==> src/rtl/cnn_pkg.sv <==
// Shared types and default sizing for the ReLU stream stage.
package cnn_pkg;

  localparam int N_DEF         = 14;
  localparam int FRAME_LEN_DEF = 676;
  localparam int CNT_W_DEF     = 10;

  typedef enum logic [1:0] {
    IDLE  = 2'd0,
    RUN   = 2'd1,
    DRAIN = 2'd2,
    DONE  = 2'd3
  } state_e;

endpackage

==> src/rtl/relu_stream_ctrl_if.sv <==
// Control and valid/ready stream signals between conv engine, ReLU stage and pooling.
interface relu_stream_ctrl_if
  import cnn_pkg::*;
#(
  parameter int N     = N_DEF,
  parameter int CNT_W = CNT_W_DEF
) ();

  logic                start;
  logic                in_valid;
  logic signed [N-1:0] in_data;
  logic                in_ready;
  logic                out_valid;
  logic signed [N-1:0] out_data;
  logic                out_ready;
  logic                busy;
  logic                done;
  logic [CNT_W-1:0]    zero_cnt;

  modport master (
    output start, in_valid, in_data, out_ready,
    input  in_ready, out_valid, out_data, busy, done, zero_cnt
  );

  modport slave (
    input  start, in_valid, in_data, out_ready,
    output in_ready, out_valid, out_data, busy, done, zero_cnt
  );

endinterface

==> src/rtl/relu.sv <==
// Combinational ReLU clamp: negative two's-complement inputs become zero.
module relu #(
  parameter int N = 14
) (
  input  logic signed [N-1:0] din,
  output logic signed [N-1:0] dout
);

  function automatic logic signed [N-1:0] clamp_neg(input logic signed [N-1:0] x);
    return x[N-1] ? '0 : x;
  endfunction

  always_comb begin
    dout = clamp_neg(din);
  end

endmodule

==> src/rtl/relu_stream_ctrl.sv <==
// Frame sequencer for the ReLU stream stage: one registered output slot,
// element counting, clamp statistics and a done pulse after the last word leaves.
module relu_stream_ctrl
  import cnn_pkg::*;
#(
  parameter int N         = N_DEF,
  parameter int FRAME_LEN = FRAME_LEN_DEF,
  parameter int CNT_W     = CNT_W_DEF
) (
  input  logic               clk,
  input  logic               rst,
  relu_stream_ctrl_if.slave  s
);

  localparam logic [CNT_W-1:0] LAST = CNT_W'(FRAME_LEN - 1);

  state_e              state_q, state_d;
  logic [CNT_W-1:0]    in_cnt_q, in_cnt_d;
  logic [CNT_W-1:0]    zero_cnt_q, zero_cnt_d;
  logic                out_valid_q, out_valid_d;
  logic signed [N-1:0] out_data_q, out_data_d;
  logic signed [N-1:0] relu_y;
  logic                in_ready;
  logic                accept;
  logic                emit;

  relu #(.N(N)) u_relu (
    .din  (s.in_data),
    .dout (relu_y)
  );

  always_comb begin
    in_ready = (state_q == RUN) && (!out_valid_q || s.out_ready);
    accept   = s.in_valid && in_ready;
    emit     = out_valid_q && s.out_ready;
  end

  always_comb begin
    state_d     = state_q;
    in_cnt_d    = in_cnt_q;
    zero_cnt_d  = zero_cnt_q;
    out_valid_d = out_valid_q;
    out_data_d  = out_data_q;

    // A simultaneous accept and emit reloads the slot, keeping 1 word/cycle.
    if (accept) begin
      out_data_d  = relu_y;
      out_valid_d = 1'b1;
      in_cnt_d    = in_cnt_q + CNT_W'(1);
      if (s.in_data[N-1]) begin
        zero_cnt_d = zero_cnt_q + CNT_W'(1);
      end
    end else if (emit) begin
      out_valid_d = 1'b0;
    end

    unique case (state_q)
      IDLE: begin
        if (s.start) begin
          state_d    = RUN;
          in_cnt_d   = '0;
          zero_cnt_d = '0;
        end
      end
      RUN: begin
        if (accept && (in_cnt_q == LAST)) begin
          state_d = DRAIN;
        end
      end
      DRAIN: begin
        if (!out_valid_q || s.out_ready) begin
          state_d = DONE;
        end
      end
      DONE: begin
        state_d = IDLE;
      end
      default: begin
        state_d = IDLE;
      end
    endcase
  end

  always_ff @(posedge clk) begin
    if (rst) begin
      state_q     <= IDLE;
      in_cnt_q    <= '0;
      zero_cnt_q  <= '0;
      out_valid_q <= 1'b0;
      out_data_q  <= '0;
    end else begin
      state_q     <= state_d;
      in_cnt_q    <= in_cnt_d;
      zero_cnt_q  <= zero_cnt_d;
      out_valid_q <= out_valid_d;
      out_data_q  <= out_data_d;
    end
  end

  assign s.in_ready  = in_ready;
  assign s.out_valid = out_valid_q;
  assign s.out_data  = out_data_q;
  assign s.busy      = (state_q != IDLE);
  assign s.done      = (state_q == DONE);
  assign s.zero_cnt  = zero_cnt_q;

endmodule

==> src/flat_wrapper.sv <==
// flat-port wrapper written by rule: the top's interface ports become plain ports
module relu_stream_ctrl_flat import cnn_pkg::*;
#(
  parameter int N         = N_DEF,
  parameter int FRAME_LEN = FRAME_LEN_DEF,
  parameter int CNT_W     = CNT_W_DEF
)
  (clk, rst, s_start, s_in_valid, s_in_data, s_out_ready, s_in_ready, s_out_valid, s_out_data, s_busy, s_done, s_zero_cnt);
  relu_stream_ctrl_if #(.N(N), .CNT_W(CNT_W)) s_i ();
  input  logic clk;
  input  logic rst;
  input wire logic [$bits(s_i.start)-1:0] s_start;
  input wire logic [$bits(s_i.in_valid)-1:0] s_in_valid;
  input wire logic [$bits(s_i.in_data)-1:0] s_in_data;
  input wire logic [$bits(s_i.out_ready)-1:0] s_out_ready;
  output wire logic [$bits(s_i.in_ready)-1:0] s_in_ready;
  output wire logic [$bits(s_i.out_valid)-1:0] s_out_valid;
  output wire logic [$bits(s_i.out_data)-1:0] s_out_data;
  output wire logic [$bits(s_i.busy)-1:0] s_busy;
  output wire logic [$bits(s_i.done)-1:0] s_done;
  output wire logic [$bits(s_i.zero_cnt)-1:0] s_zero_cnt;
  assign s_i.start = s_start;
  assign s_i.in_valid = s_in_valid;
  assign s_i.in_data = s_in_data;
  assign s_i.out_ready = s_out_ready;
  assign s_in_ready = s_i.in_ready;
  assign s_out_valid = s_i.out_valid;
  assign s_out_data = s_i.out_data;
  assign s_busy = s_i.busy;
  assign s_done = s_i.done;
  assign s_zero_cnt = s_i.zero_cnt;
  relu_stream_ctrl #(.N(N), .FRAME_LEN(FRAME_LEN), .CNT_W(CNT_W)) u_core (.clk(clk), .rst(rst), .s(s_i));
endmodule
==> config.mk <==
export PLATFORM = sky130hd
export DESIGN_NAME = relu_stream_ctrl_flat
export DESIGN_NICKNAME = d
export VERILOG_FILES = /design/src/rtl/cnn_pkg.sv /design/src/rtl/relu_stream_ctrl_if.sv /design/src/rtl/relu.sv /design/src/rtl/relu_stream_ctrl.sv /design/src/flat_wrapper.sv
export SDC_FILE = /design/constraint.sdc
export NUM_CORES = 1
export LEC_CHECK = 0
export ABC_AREA = 1
export BUFFER_PORTS_ARGS = -buffer_cell sky130_fd_sc_hd__buf_2
export CORE_ASPECT_RATIO = 1.2
export CORE_MARGIN = 2
export CORE_UTILIZATION = 25
export CTS_BUF_LIST = sky130_fd_sc_hd__clkbuf_2 sky130_fd_sc_hd__clkbuf_4 sky130_fd_sc_hd__clkbuf_8
export CTS_CLUSTER_DIAMETER = 50
export DETAILED_ROUTE_END_ITERATION = 6
export GPL_TIMING_DRIVEN = 0
export REMOVE_ABC_BUFFERS = 1
export SETUP_SLACK_MARGIN = 0.2
export SYNTH_ARGS = -nofsm -noshare
export SYNTH_HDL_FRONTEND = slang
export SYNTH_SLANG_ARGS = --single-unit
export TNS_END_PERCENT = 100
==> constraint.sdc <==
create_clock -name clk -period 1.55 [get_ports clk]
set_input_delay 0.155 -clock clk [delete_from_list [all_inputs] [get_ports clk]]
set_output_delay 0.155 -clock clk [all_outputs]
set_load 0.005 [all_outputs]
==> results.yml <==
routing:
  drtIter0Drc: 40
  drt-vias-per-instance: 4.33
  drtAntennaViolNets: 0
  vias: 1679
  drtPass1Iterations: 4
  drt_drc_violations_left: 0
  avgRoutedWirePerCell_um: 10.3
  drt_wl_total_mm: 3.99
sta:
  finalSetupViolCount: 0
  slew_headroom: 0.664
  fin_crit_ps: 1400
  slew_violations: 0
  hold_viol: 0
  fmax_mhz: 717
  rsz0062_at_grt: "true"
  timing.hold.ws_ps: 120
  fin_ws_ps: 155
  worstMarginPinSlew_ps: 503
  finalClockSkew_ps: 10.8
  fin_crit_sh: 0.900
setup_path:
  crit_fanout: 8
  crit_chain: "inv_2, ha_4, nand3_4, nor2_4, buf_12, nand3_4, o21ai_2, nor2_1"
  crit_arrival_ps: 1590
  slowest_delay_ps: 330
  timing.rr.start: "u_core.state_q[1]"
  path_class: "flip-flop to flip-flop"
  crit_path_start_kind: "flip-flop"
  ff2ff_path_depth: 8
  slowest_stage: "dfxtp_2"
  crit_path_end: "u_core.s.zero_cnt[8]"
  rrSetupSlack_ps: 150
  cp-startpoint: "u_core.state_q[1]"
  r2r_end: "u_core.s.zero_cnt[8]"
  required_ps: 1740
  cp_common_cell: "nand3_4"
  end_kind: "flip-flop"
power:
  power.total_mw: 2.61
  peakVddDrop_mv: 0.516
  p_leak_nw: 1.08
  p_per_area_nw_per_um2: 1110
yosys:
  syn_avg_cell_area_sq_um: 7.23
  netlist_instances: 241
  syn_area_sq_um: 1740
  synth-seq-cells: 36
  synth_cell_types: 27
  synth_sequential_area_ratio: 0.413
  ys_warn_count: 0
cells_and_area:
  multi_input_area_sq_um: 951
  fill_cells: 726
  nNetsFinal: 326
  regArea_sq_um: 727
  utilization: 0.346
  synthToLayoutAreaGrowth_pct: 35.2
  layout-drive-gt1-share: 0.329
  n_antenna_cell: 0
global_routing:
  grt-ovfl-total: 0
  grt_first_pass_wirelength_mm: 6.82
  antenna_found_initial: 0
  first_global_vias: 1539
  grt_max_degree: 19
  grt_usage: 0.113
die:
  core_sq_um: 6810
  die_area_sq_um: 7660
  fp.dieW_um: 80.2
  fp.dieH_um: 95.5
  placementRows: 33
  ios: 47
  initial_utilization: 0.256
worst_hold_path:
  hp-class: "input port to flip-flop"
clock_tree:
  cts_tree: "built"
  htree_num_levels: 2
  cts_sinks: 36
  tritoncts.num_buffers: 5
  cts-hold-fix-buffers: 0
  insertion_delay_ps: 290
  clock-root-buffer: "clkbuf_8"
  clk_pin_slew_ps: 70
  clk_path_buf_depth: 2
job:
  max_cap_viol_count: 0
place:
  dpl.hpwl_mm: 2.76
  pre_cts_ws_ps: -728
  gp_congestion: 0.731
  port_buffers: 45
status:
  status: "completed"
-- registers in the layout (all words and copies together), names as in the netlist --
register	flops
u_core.in_cnt_q	10
u_core.state_q	2
u_core.s.out_valid	1
u_core.s.out_data	13
u_core.s.zero_cnt	10
-- what timing repair did --
item | 4_1_cts | 5_1_grt
buffers inserted | 10 | 4
endpoints found under the setup margin | 38 | 28
gates resized for setup | 18 | 20
pin swaps | 5 | 14
-- layout make-up --
class | count | share of cell area
well taps | 87 | 0.0462
multi-input cells | 165 | 0.404
repair buffers | 59 | 0.149
inverters | 33 | 0.0536
clock buffers | 7 | 0.0356
flip-flops and latches | 36 | 0.309
clock inverters | 1 | 0.00372
-- worst max-delay path: cells and delay by family, from the launching register on --
| family | cells | cell delay (ps) |
|---|---|---|
| and+or+nand+nor | 4 | 490 |
| DFF | 1 | 330 |
| buffers and inverters | 2 | 220 |
| adders and majority gates | 1 | 140 |
| AOI/OAI and AO/OA | 1 | 120 |
-- power by group --
| group | switching, mW | internal [mW] | total [mW] |
|---|---|---|---|
| combinational | 0.466 | 0.389 | 0.855 |
| sequential | 0.0544 | 1.00 | 1.06 |
| clock | 0.343 | 0.356 | 0.699 |
| total | 0.864 | 1.75 | 2.61 |
-- synth_stat cells, drive strengths merged --
master	count	area, sq um
nand3	24	145
and2	1	6.26
clkbuf	2	7.51
buf	5	36.3
nand2	51	196
or2	1	6.26
dfxtp	36	721
nand4	3	18.8
o21bai	1	7.51
o21a	2	15.0
xor2	1	8.76
a21oi	26	130
and3	1	6.26
inv	33	124
conb	1	3.75
nor3	2	26.3
ha	7	87.6
o21ai	11	55.1
nor2	33	141
-- cell usage in the layout (no fill, tap or decap), drive strengths merged --
master	count
o21ai	11
ha	7
xor2	1
nand4	3
conb	1
nand2	51
clkbuf	7
nand3	24
buf	59
nor3	2
o21a	2
dfxtp	36
a21oi	26
nor2	33
and3	1
o21bai	1
or2	1
inv	33
and2	1
clkinv	1
-- worst min-delay path by stage --
stage,from,to,cells after the start
floorplan,rst,u_core.s.out_data[0],1
global placement,s_in_data[2],u_core.s.out_data[2],3
detailed placement,s_in_data[7],u_core.s.out_data[7],3
CTS,s_in_data[11],u_core.s.out_data[11],3
global route,s_in_data[4],u_core.s.out_data[4],3
finish,s_in_data[7],u_core.s.out_data[7],3
-- layer usage --
metal,global-route usage,wire length (um),vias to the layer above
met5,0,0,-
met4,0.0508,79,0
met3,0.0322,190,6
met2,0.199,2040,35
met1,0.126,1680,757
li1,-,-,881
-- stage by stage --
step	area (sq um)	setup TNS (ps)	cells
after CTS	2270	0	384
after floorplan	1700	-305	234
after global placement	2030	-10800	366
after detailed placement	2030	-11720	366
after global routing	2360	0	388
final	2360	0	388
-- cells by family (layout without fill, tap and decap cells) --
logic type      Yosys count  after routing  synth area share
flops                    36             36             0.413
buf+inv                  40            100            0.0962
simple gates            116            116             0.314
xor+xnor                  1              1           0.00503
fa+ha+maj                 7              7            0.0502
compound gates           40             40             0.119
other cells               1              1           0.00215
No activity file was read; power rests on OpenSTA's default activity.
